===== config.mk =====
export PLATFORM = sky130hd
export DESIGN_NAME = eth_pkt_slot_writer
export DESIGN_NICKNAME = d
export VERILOG_FILES = /design/src/rtl/eth_pkt_slot_writer.sv
export SDC_FILE = /design/constraint.sdc
export NUM_CORES = 1
export LEC_CHECK = 0
export ABC_AREA = 1
export BUFFER_PORTS_ARGS = -buffer_cell sky130_fd_sc_hd__buf_4
export CAP_MARGIN = 20
export CORE_MARGIN = 2
export CORE_UTILIZATION = 40
export CTS_CLUSTER_SIZE = 28
export DETAILED_ROUTE_END_ITERATION = 8
export GPL_TIMING_DRIVEN = 0
export PLACE_DENSITY = 0.7
export SLEW_MARGIN = 20
export SYNTH_ARGS = -nofsm -noshare
export SYNTH_HDL_FRONTEND = slang
export SYNTH_SLANG_ARGS = --single-unit

===== constraint.sdc =====
create_clock -name clk -period 3.3 [get_ports clk]
set_input_delay 0 -clock clk [delete_from_list [all_inputs] [get_ports clk]]
set_output_delay 0 -clock clk [all_outputs]
set_load 0.01 [all_outputs]

===== src/rtl/eth_pkt_slot_writer.sv =====
// eth_pkt_slot_writer: writes received Ethernet frames into a ring of fixed-size slots in packet RAM
// and queues one descriptor per complete frame. Optional frame counters: ETH_PKT_SLOT_WRITER_STATS_EN.
module eth_pkt_slot_writer #(
    parameter int DATA_WIDTH = 8,
    parameter int ADDR_WIDTH = 16,
    parameter int SLOT_AW    = 11,
    parameter int NUM_SLOTS  = 4,
    parameter int SLOT_BITS  = 2,
    parameter int LEN_WIDTH  = 12
) (
    input  logic                  clk,
    input  logic                  reset,
    input  logic [DATA_WIDTH-1:0] in_data,
    input  logic                  in_valid,
    input  logic                  in_sop,
    input  logic                  in_eop,
    output logic                  in_ready,
    output logic [ADDR_WIDTH-1:0] ram_addr,
    output logic [DATA_WIDTH-1:0] ram_data,
    output logic                  ram_cs,
    output logic                  ram_we,
    output logic                  ram_oe,
    output logic                  pkt_valid,
    output logic [SLOT_BITS-1:0]  pkt_slot,
    output logic [ADDR_WIDTH-1:0] pkt_base_addr,
    output logic [LEN_WIDTH-1:0]  pkt_len,
    input  logic                  pkt_ack,
    output logic                  drop_pulse
`ifdef ETH_PKT_SLOT_WRITER_STATS_EN
    ,
    output logic [31:0]           stat_rx_frames,
    output logic [31:0]           stat_drop_frames
`endif
);

    localparam int SLOT_SIZE = 1 << SLOT_AW;

    typedef enum logic [1:0] {
        S_IDLE,
        S_WRITE,
        S_DROP,
        S_COMMIT
    } state_t;

    state_t                 state_reg, state_next;
    logic [LEN_WIDTH-1:0]   offset_reg, offset_next;
    logic [SLOT_BITS-1:0]   wr_ptr_reg, rd_ptr_reg;
    logic [SLOT_BITS:0]     occ_reg, occ_next;
    logic                   ready_reg;
    logic                   pkt_valid_reg;
    logic [ADDR_WIDTH-1:0]  ram_addr_reg;
    logic [DATA_WIDTH-1:0]  ram_data_reg;
    logic                   ram_we_reg;
    logic                   drop_reg;
    logic [LEN_WIDTH-1:0]   len_mem [NUM_SLOTS];

    logic                   accept;
    logic                   slots_full;
    logic                   commit;
    logic                   ack_take;
    logic                   wr_en;
    logic [SLOT_AW-1:0]     wr_off;
    logic                   drop;

    assign accept     = in_valid && ready_reg;
    assign slots_full = (occ_reg == (SLOT_BITS+1)'(NUM_SLOTS));
    assign commit     = (state_reg == S_COMMIT);
    assign ack_take   = pkt_ack && pkt_valid_reg;

    // Frame capture FSM: decides per accepted beat whether it is written, discarded or ends a frame.
    always_comb begin
        state_next  = state_reg;
        offset_next = offset_reg;
        wr_en       = 1'b0;
        wr_off      = offset_reg[SLOT_AW-1:0];
        drop        = 1'b0;
        case (state_reg)
            S_IDLE, S_DROP: begin
                if (accept && in_sop) begin
                    if (slots_full) begin
                        drop       = 1'b1;
                        state_next = in_eop ? S_IDLE : S_DROP;
                    end else begin
                        wr_en       = 1'b1;
                        wr_off      = '0;
                        offset_next = LEN_WIDTH'(1);
                        state_next  = in_eop ? S_COMMIT : S_WRITE;
                    end
                end else if (accept && in_eop && state_reg == S_DROP) begin
                    state_next = S_IDLE;
                end
            end
            S_WRITE: begin
                if (accept) begin
                    if (in_sop) begin
                        // A fresh sop reuses the slot being filled; the partial frame is simply overwritten.
                        wr_en       = 1'b1;
                        wr_off      = '0;
                        offset_next = LEN_WIDTH'(1);
                        state_next  = in_eop ? S_COMMIT : S_WRITE;
                    end else if (offset_reg == LEN_WIDTH'(SLOT_SIZE)) begin
                        drop       = 1'b1;
                        state_next = in_eop ? S_IDLE : S_DROP;
                    end else begin
                        wr_en       = 1'b1;
                        offset_next = offset_reg + 1'b1;
                        if (in_eop) begin
                            state_next = S_COMMIT;
                        end
                    end
                end
            end
            S_COMMIT: begin
                state_next = S_IDLE;
            end
            default: begin
                state_next = S_IDLE;
            end
        endcase
    end

    always_comb begin
        occ_next = occ_reg;
        if (commit && !ack_take) begin
            occ_next = occ_reg + 1'b1;
        end else if (!commit && ack_take) begin
            occ_next = occ_reg - 1'b1;
        end
    end

    always_ff @(posedge clk) begin
        if (reset) begin
            state_reg     <= S_IDLE;
            offset_reg    <= '0;
            wr_ptr_reg    <= '0;
            rd_ptr_reg    <= '0;
            occ_reg       <= '0;
            ready_reg     <= 1'b0;
            pkt_valid_reg <= 1'b0;
            drop_reg      <= 1'b0;
        end else begin
            state_reg     <= state_next;
            offset_reg    <= offset_next;
            occ_reg       <= occ_next;
            // COMMIT is the only state that refuses beats.
            ready_reg     <= (state_next != S_COMMIT);
            pkt_valid_reg <= (occ_next != '0);
            drop_reg      <= drop;
            if (commit) begin
                wr_ptr_reg <= wr_ptr_reg + 1'b1;
            end
            if (ack_take) begin
                rd_ptr_reg <= rd_ptr_reg + 1'b1;
            end
        end
    end

    always_ff @(posedge clk) begin
        if (reset) begin
            ram_addr_reg <= '0;
            ram_data_reg <= '0;
            ram_we_reg   <= 1'b0;
        end else begin
            ram_we_reg <= wr_en;
            if (wr_en) begin
                ram_addr_reg <= ADDR_WIDTH'({wr_ptr_reg, wr_off});
                ram_data_reg <= in_data;
            end
        end
    end

    always_ff @(posedge clk) begin
        if (reset) begin
            for (int i = 0; i < NUM_SLOTS; i++) begin
                len_mem[i] <= '0;
            end
        end else if (commit) begin
            len_mem[wr_ptr_reg] <= offset_reg;
        end
    end

`ifdef ETH_PKT_SLOT_WRITER_STATS_EN
    logic [31:0] stat_rx_reg;
    logic [31:0] stat_drop_reg;

    always_ff @(posedge clk) begin
        if (reset) begin
            stat_rx_reg   <= '0;
            stat_drop_reg <= '0;
        end else begin
            if (commit && stat_rx_reg != '1) begin
                stat_rx_reg <= stat_rx_reg + 1'b1;
            end
            if (drop_reg && stat_drop_reg != '1) begin
                stat_drop_reg <= stat_drop_reg + 1'b1;
            end
        end
    end

    assign stat_rx_frames   = stat_rx_reg;
    assign stat_drop_frames = stat_drop_reg;
`endif

    assign in_ready      = ready_reg;
    assign ram_addr      = ram_addr_reg;
    assign ram_data      = ram_data_reg;
    assign ram_cs        = ram_we_reg;
    assign ram_we        = ram_we_reg;
    assign ram_oe        = 1'b0;
    assign pkt_valid     = pkt_valid_reg;
    assign pkt_slot      = rd_ptr_reg;
    assign pkt_base_addr = ADDR_WIDTH'({rd_ptr_reg, {SLOT_AW{1'b0}}});
    assign pkt_len       = len_mem[rd_ptr_reg];
    assign drop_pulse    = drop_reg;

endmodule

# After elaboration in Yosys (flattened, before gate mapping)
# Memory sizes are Yosys's and may differ from the RTL's. A register that Yosys moved wholly into a read port is not among the register bits.
# Cells that the tools add are included.
[classes] n_reduce_logical=15 addsub=5 eq_ne=10 muxes=45
[op_table] op="$mux W12" n=6
[op_table] op="$mux W11" n=4
[op_table] op="$mux W2" n=12
[op_table] op="$pmux W12 S2" n=1
[op_table] op="$pmux W11 S2" n=1
[op_table] op="$mux W1" n=16
[op_table] op="$add A12 B1 Y12 const B" n=1
[op_table] op="$eq A12 B12 Y1 const B" n=1
[op_table] op="$reduce_or A12 Y1" n=1
[op_table] op="$ne A2 B2 Y1 const B" n=4
[op_table] op="$logic_and A1 B1 Y1" n=7
[op_table] op="$mux W3" n=2
[op_table] op="$pmux W2 S3" n=1
[op_table] op="$reduce_and A5 Y1" n=1
[op_table] op="$add A2 B1 Y2 const B" n=2
[op_table] op="$eq A2 B2 Y1 const B" n=2
[op_table] op="$pmux W1 S2" n=2
[op_table] op="$add A3 B1 Y3 const B" n=1
[op_table] op="$eq A3 B3 Y1 const B" n=1
[op_table] op="$ne A3 B3 Y1 const B" n=1
[op_table] op="$reduce_bool A3 Y1" n=1
[op_table] op="$sub A3 B1 Y3 const B" n=1
[op_table] op="$eq A2 B1 Y1 const B" n=1
[op_table] op="$logic_not A1 Y1" n=2
[op_table] op="other kinds (3)" n=3
[word_totals] out_inout_bits=60 input_bits=14 ramBits=48 wordCells=87 n_memories=1 register_bits=46
[memory_table] memory="len_mem" depth=4 word_bits=12 rd=1 rd_ports_with_merged_regs=1 wr=4 line="55" rtl="logic [LEN_WIDTH-1:0] len_mem [NUM_SLOTS];"

# Longest topological paths before layout
# Gate-level depths: netlist of the first run.
[logic_depth] depth_word=7 ltp_mapped=12

# Least setup slack after synthesis of the first run
# No wires, ideal clock.
[synth_timing] path_type="reg2reg" startpoint="reg wr_ptr_reg[0]" endpoint="mem len_mem[1][0] (enable)" period_less_slack_ns=1.887 path_stages_with_launch=5 setup_time_ns=0.398 slack_ns=1.413 t_arrival_ns=1.490 path_cell_list="dfxtp_1 inv_1 nor2_1 inv_1 o21ai_0"
[synth_rtl] element="start, declared" line="47" rtl="logic [SLOT_BITS-1:0] wr_ptr_reg, rd_ptr_reg;"
[synth_rtl] element="start signal, assigned" line="150" rtl="wr_ptr_reg <= wr_ptr_reg + 1'b1;"
[synth_rtl] element="end, declared" line="55"

==> impl_metrics.toml, run 1 <==
[min_path]
hold_path_class = "in2reg"

[pwr]
vdd.ir_drop.worst_uv = 258
power_per_cell_area_nw_per_um2 = 491
power_mw = 2.66
p_leak_nw = 2.26

[finish]
design_area_um2 = 5420
largest_register_ffs = 48
final_cell_mix = "nor2_1, nand2_1, buf_4, inv_1"
diodes = 0
final_layout_size_suffix_gt1_share_pct = 18.0
layoutNonFillerInstCount = 768
final_common_cell = "nor2_1"
fin_nets = 642
syn2layout_area_growth_pct = 21.6
fillCellCount = 1011

[synthesis]
synth-edff-count = 48
avgSynthCellArea_um2 = 8.39
yosysWarnings = 0
syn_inst = 531
synthFlopType = "edfxtp_1"
yosysUniqueCellTypes = 32
ys_ff_latch = 96
synth-async-reset-ratio_pct = 0
syn_area_um2 = 4460
synth-seq-area-share_pct = 53.9

[grt]
grt_util_all_layers_pct = 19.2
grt_pass1_vias = 3503
grt_max_degree = 19
grt_overflow = 0
grt_pass1_wl_mm = 17.4
grt_antenna_before_repair = 0

[sta]
tightest_slew_ps = 774
finClkSkew_ps = 9.26
slew_viol_final = 0
finalCritPeriodShare_pct = 66.9
hold_viol = 0
maxSlewHeadroom_pct = 48.4
finalSetupTns_ps = 0
setup_viol = 0
whs_ps = 23.5
rsz0062_at_grt = "false"
timing.final.crit_period_ps = 2210
fmaxAchievable_mhz = 453

[die]
die_h_um = 110
rows = 38
core_um2 = 10800
ios = 74
initial_core_util_pct = 41.1
die-area_um2 = 12000
die_w_um = 110

[clock_tree]
insertion_delay_ps = 380
clkTransAtPathRegs_ps = 100
cts_tree = "yes"
clockRootBuffer = "clkbuf_8"
cts.sink_count = 96
cts_buffers = 9
cts_max_level = 3
cts_max_path_buffers = 2

[run_status]
status = "finished clean"

[placed_design]
dp.cells = 742
postPlaceCellArea_um2 = 5110
port_buffers = 54
gp_congestion = 0.885
dp_hpwl_mm = 7.65

[critical_path]
path_max_fanout = 12
endpoint = "len_mem[0][3]"
critPathLaunchType = "register"
cp-startpoint = "state_reg[1]"
r2r-end = "len_mem[0][3]"
critPathKind = "reg2reg"
r2r_slack_ps = 1090
r2r_cells = 7
arrival_ps = 2240
required_ps = 3330
crit_path_end_kind = "register"
reg2reg_from = "state_reg[1]"

[flow_run]
max_cap_viol_count = 0

[route]
first_pass_iters = 5
vias_per_cell = 4.95
vias = 3804
ant_nets = 0
routedWlPerCell_um = 14.3
drt_iter0_markers = 199
drt-total-wl_mm = 11.0
drc = 0
## area by class of cell
cell class | instances | area [µm²] | share of cell area [%]
multi-input combinational | 355 | 1660 | 30.7
clock inverter | 7 | 85.1 | 1.57
clock buffer | 9 | 124 | 2.29
timing repair buffer | 64 | 505 | 9.33
inverter | 56 | 210 | 3.88
tap | 140 | 175 | 3.23
buffer | 41 | 253 | 4.67
sequential | 96 | 2400 | 44.4
## where the power goes
group          leakage (nW)  internal [mW]  total (mW)  switching [mW]
logic                  1.26          0.208       0.504           0.297
registers             0.892           1.30        1.34          0.0342
clock network         0.107          0.366       0.815           0.449
## synth_stat cells, drive strengths merged, types with 2 or more instances
library cell  count  area [µm²]
nor2            105         409
nand2            89         342
inv              56         210
dfxtp            48         961
edfxtp           48        1440
nand3            46         240
o21ai            38         190
buf              27         200
a21oi            15        75.1
clkbuf           14        52.6
o22ai            13        81.3
o31ai            11        82.6
ha                5        62.6
nand4             4        25.0
a31oi             2        12.5
nand3b            2        15.0
xor2              2        17.5
## how the worst min path moves through the flow
stage,from,slack [ps],to,cells after the start
finish,pkt_ack,20,register,4
global route,in_eop,50,state_reg[1],4
CTS,in_eop,6,state_reg[1],4
detailed placement,in_data[0],200,ram_data[0],3
global placement,in_data[5],190,ram_data[5],3
floorplan,in_data[0],100,ram_data[0],2
## logic make-up (layout without fill, tap and decap cells)
family | Yosys count | count (layout) | share of synthesized area (%)
and+or+nand+nor | 249 | 249 | 23.6
buffers and inverters | 97 | 177 | 10.4
DFF | 96 | 96 | 53.9
AOI/OAI and AO/OA | 81 | 81 | 10.2
adders and majority gates | 5 | 5 | 1.40
xor gates and xnor gates | 2 | 2 | 0.393
other | 1 | 18 | 0.0842
## what timing repair did
item	CTS	global route
hold endpoints to repair	15	0
endpoints found under the setup margin	0	0
gates resized for setup	0	0
hold buffers	10	0
setup buffers	0	0
## worst max-delay path, cell delays in order (launching register included)
cell	delay (ps)
dfxtp_1	400
nand2_1	190
nor2_1	180
inv_1	100
nor2_1	150
nand2_1	130
clkbuf_1	260
nand2_1	460
## routing by layer
metal  track usage (%)  vias to the layer above  part of all wire, %  routed length (µm)
li1                  -                     1894                    -                   -
met5                 0                        -                    0                   0
met2              34.1                      119                   52                5720
met4              9.22                        0                  2.1                 232
met3              2.31                       16                  4.4                 486
met1              23.0                     1775                   41                4550
## through the flow
stage,utilization (%),setup slack (ps)
after global placement,47.0,725
after floorplan,-,1410
final,50.0,1090
after detailed placement,47.1,1190
after CTS,50.0,1170
after global routing,50.0,987
(Power assumes the default switching activity.)
==> run 2, diff against run 1 <==
==> constraint.sdc (replaced) <==
create_clock -name clk -period 2.2 [get_ports clk]
set_input_delay 0 -clock clk [delete_from_list [all_inputs] [get_ports clk]]
set_output_delay 0 -clock clk [all_outputs]
set_load 0.01 [all_outputs]
==> run 2 against run 1 <==
Compared with the run above:
- worst setup slack got worse by 970 ps
- global-route usage unchanged
- sequential power up 50%
- clock skew up 1.8 ps
- hold slack got worse by 1.9 ps
- die area stayed put
- design area about the same
- count of clock-buffer cells in the layout unchanged
- sequential share of layout area hardly changed
==> impl_metrics.toml, run 2 (same netlist as run 1, synthesis figures left out) <==
[run_status]
status = "finished clean"

[pwr]
p_leak_nw = 2.26
power_per_cell_area_nw_per_um2 = 736
vdd.ir_drop.worst_uv = 388

[sta]
hold_viol = 0
rsz0062_at_grt = "false"
timing.final.crit_period_ps = 2070
finalSetupTns_ps = 0
finalCritPeriodShare_pct = 94.3
final.setup.worst_slack_ps = 126
maxSlewHeadroom_pct = 48.6
slew_viol_final = 0
tightest_slew_ps = 771
fmaxAchievable_mhz = 482
finClkSkew_ps = 11.1
setup_viol = 0

[placed_design]
dp.cells = 742
dp_slack_ps = 89.1
gp_congestion = 0.885
dp_hpwl_mm = 7.65
port_buffers = 54

[clock_tree]
cts_max_path_buffers = 2
cts.sink_count = 96
postCtsSetupRepairBufs = 0
cts_tree = "yes"
clkTransAtPathRegs_ps = 100
insertion_delay_ps = 380
cts_max_level = 3
cts_buffers = 9
clockRootBuffer = "clkbuf_8"

[flow_run]
max_cap_viol_count = 0

[critical_path]
path_max_fanout = 12
cpPeakStageDelay_ps = 400
reg2reg_from = "state_reg[1]"
cp-startpoint = "state_reg[1]"
required_ps = 2260
critPathLaunchType = "register"
cpMaxStageDelayCell = "dfxtp_1"
critPathKind = "reg2reg"
crit_path_end_kind = "register"
arrival_ps = 2140
path_cells = "nand2_1 -> nor2_1 -> inv_1 -> nor2_1 -> nand2_1 -> clkbuf_1 -> nand2_2"

[route]
drt_iter0_markers = 203
routedWlPerCell_um = 14.2
first_pass_iters = 5
vias_per_cell = 4.94
vias = 3791
ant_nets = 0
drt-total-wl_mm = 10.9
drc = 0

[die]
initial_core_util_pct = 41.1
die_h_um = 110
core_um2 = 10800
ios = 74
die_w_um = 110
rows = 38
die-area_um2 = 12000

[grt]
grt_pass1_wl_mm = 17.4
grt_util_all_layers_pct = 19.2
grt_overflow = 0
grt_pass1_vias = 3503
grt_antenna_before_repair = 0
grt_max_degree = 19

[finish]
final_layout_size_suffix_gt1_share_pct = 18.2
syn2layout_area_growth_pct = 21.6
diodes = 0
final_util_pct = 50.0
fin_nets = 642
layoutNonFillerInstCount = 768
final_common_cell = "nor2_1"
largest_register_ffs = 48
final_cell_mix = "nor2_1, nand2_1, buf_4, inv_1"

[min_path]
hp-start = "pkt_ack"
hold_path_class = "in2reg"
run 2: area by class of cell:
class | count | area (µm²)
fill | 1011 | 5420
sequential | 96 | 2400
multi-input combinational | 355 | 1660
timing repair buffer | 64 | 505
buffer | 41 | 253
inverter | 56 | 210
tap | 140 | 175
clock buffer | 9 | 124
clock inverter | 7 | 85.1
run 2: path summary, 6_finish.rpt:
kind | slack, ps | end | cells after the start
setup / recovery | 130 | len_mem[0][3] | 7
hold / removal | 20 | register | 4
setup reg to reg | 130 | len_mem[0][3] | 7
hold reg to reg | 470 | ram_addr[0] | 2
run 2: worst max-delay path: cells and delay by family, from the launching register on:
kind,cells,cell delay (ps)
buffers and inverters,2,370
DFF,1,400
and+or+nand+nor,5,1000
run 2: power breakdown:
| part | leakage, nW | internal (mW) | total [mW] | switching, mW |
|---|---|---|---|---|
| clock | 0.107 | 0.549 | 1.22 | 0.674 |
| combinational | 1.26 | 0.311 | 0.756 | 0.444 |
| sequential | 0.892 | 1.95 | 2.01 | 0.0515 |
run 2: per-stage QoR:
stage | total power, mW | hold slack [ps] | area, µm²
finish | 3.99 | 21.6 | 5420
global route | 4.17 | 50.9 | 5420
CTS | 4.01 | 6.34 | 5420
detailed placement | 2.79 | 201 | 5110
global placement | 2.77 | 191 | 5100
floorplan | 2.49 | 103 | 4520
run 2: repair_timing:
action	CTS	global route
hold buffers	10	0
gates resized for setup	0	1
hold endpoints to repair	15	0
setup endpoints to repair	0	12
run 2: layer usage:
layer	global-route usage [%]	vias up	wire length (µm)
met5	0	-	0
met4	9.22	0	238
met3	2.31	15	446
met2	34.1	109	5690
met1	23.0	1771	4560
li1	-	1896	-
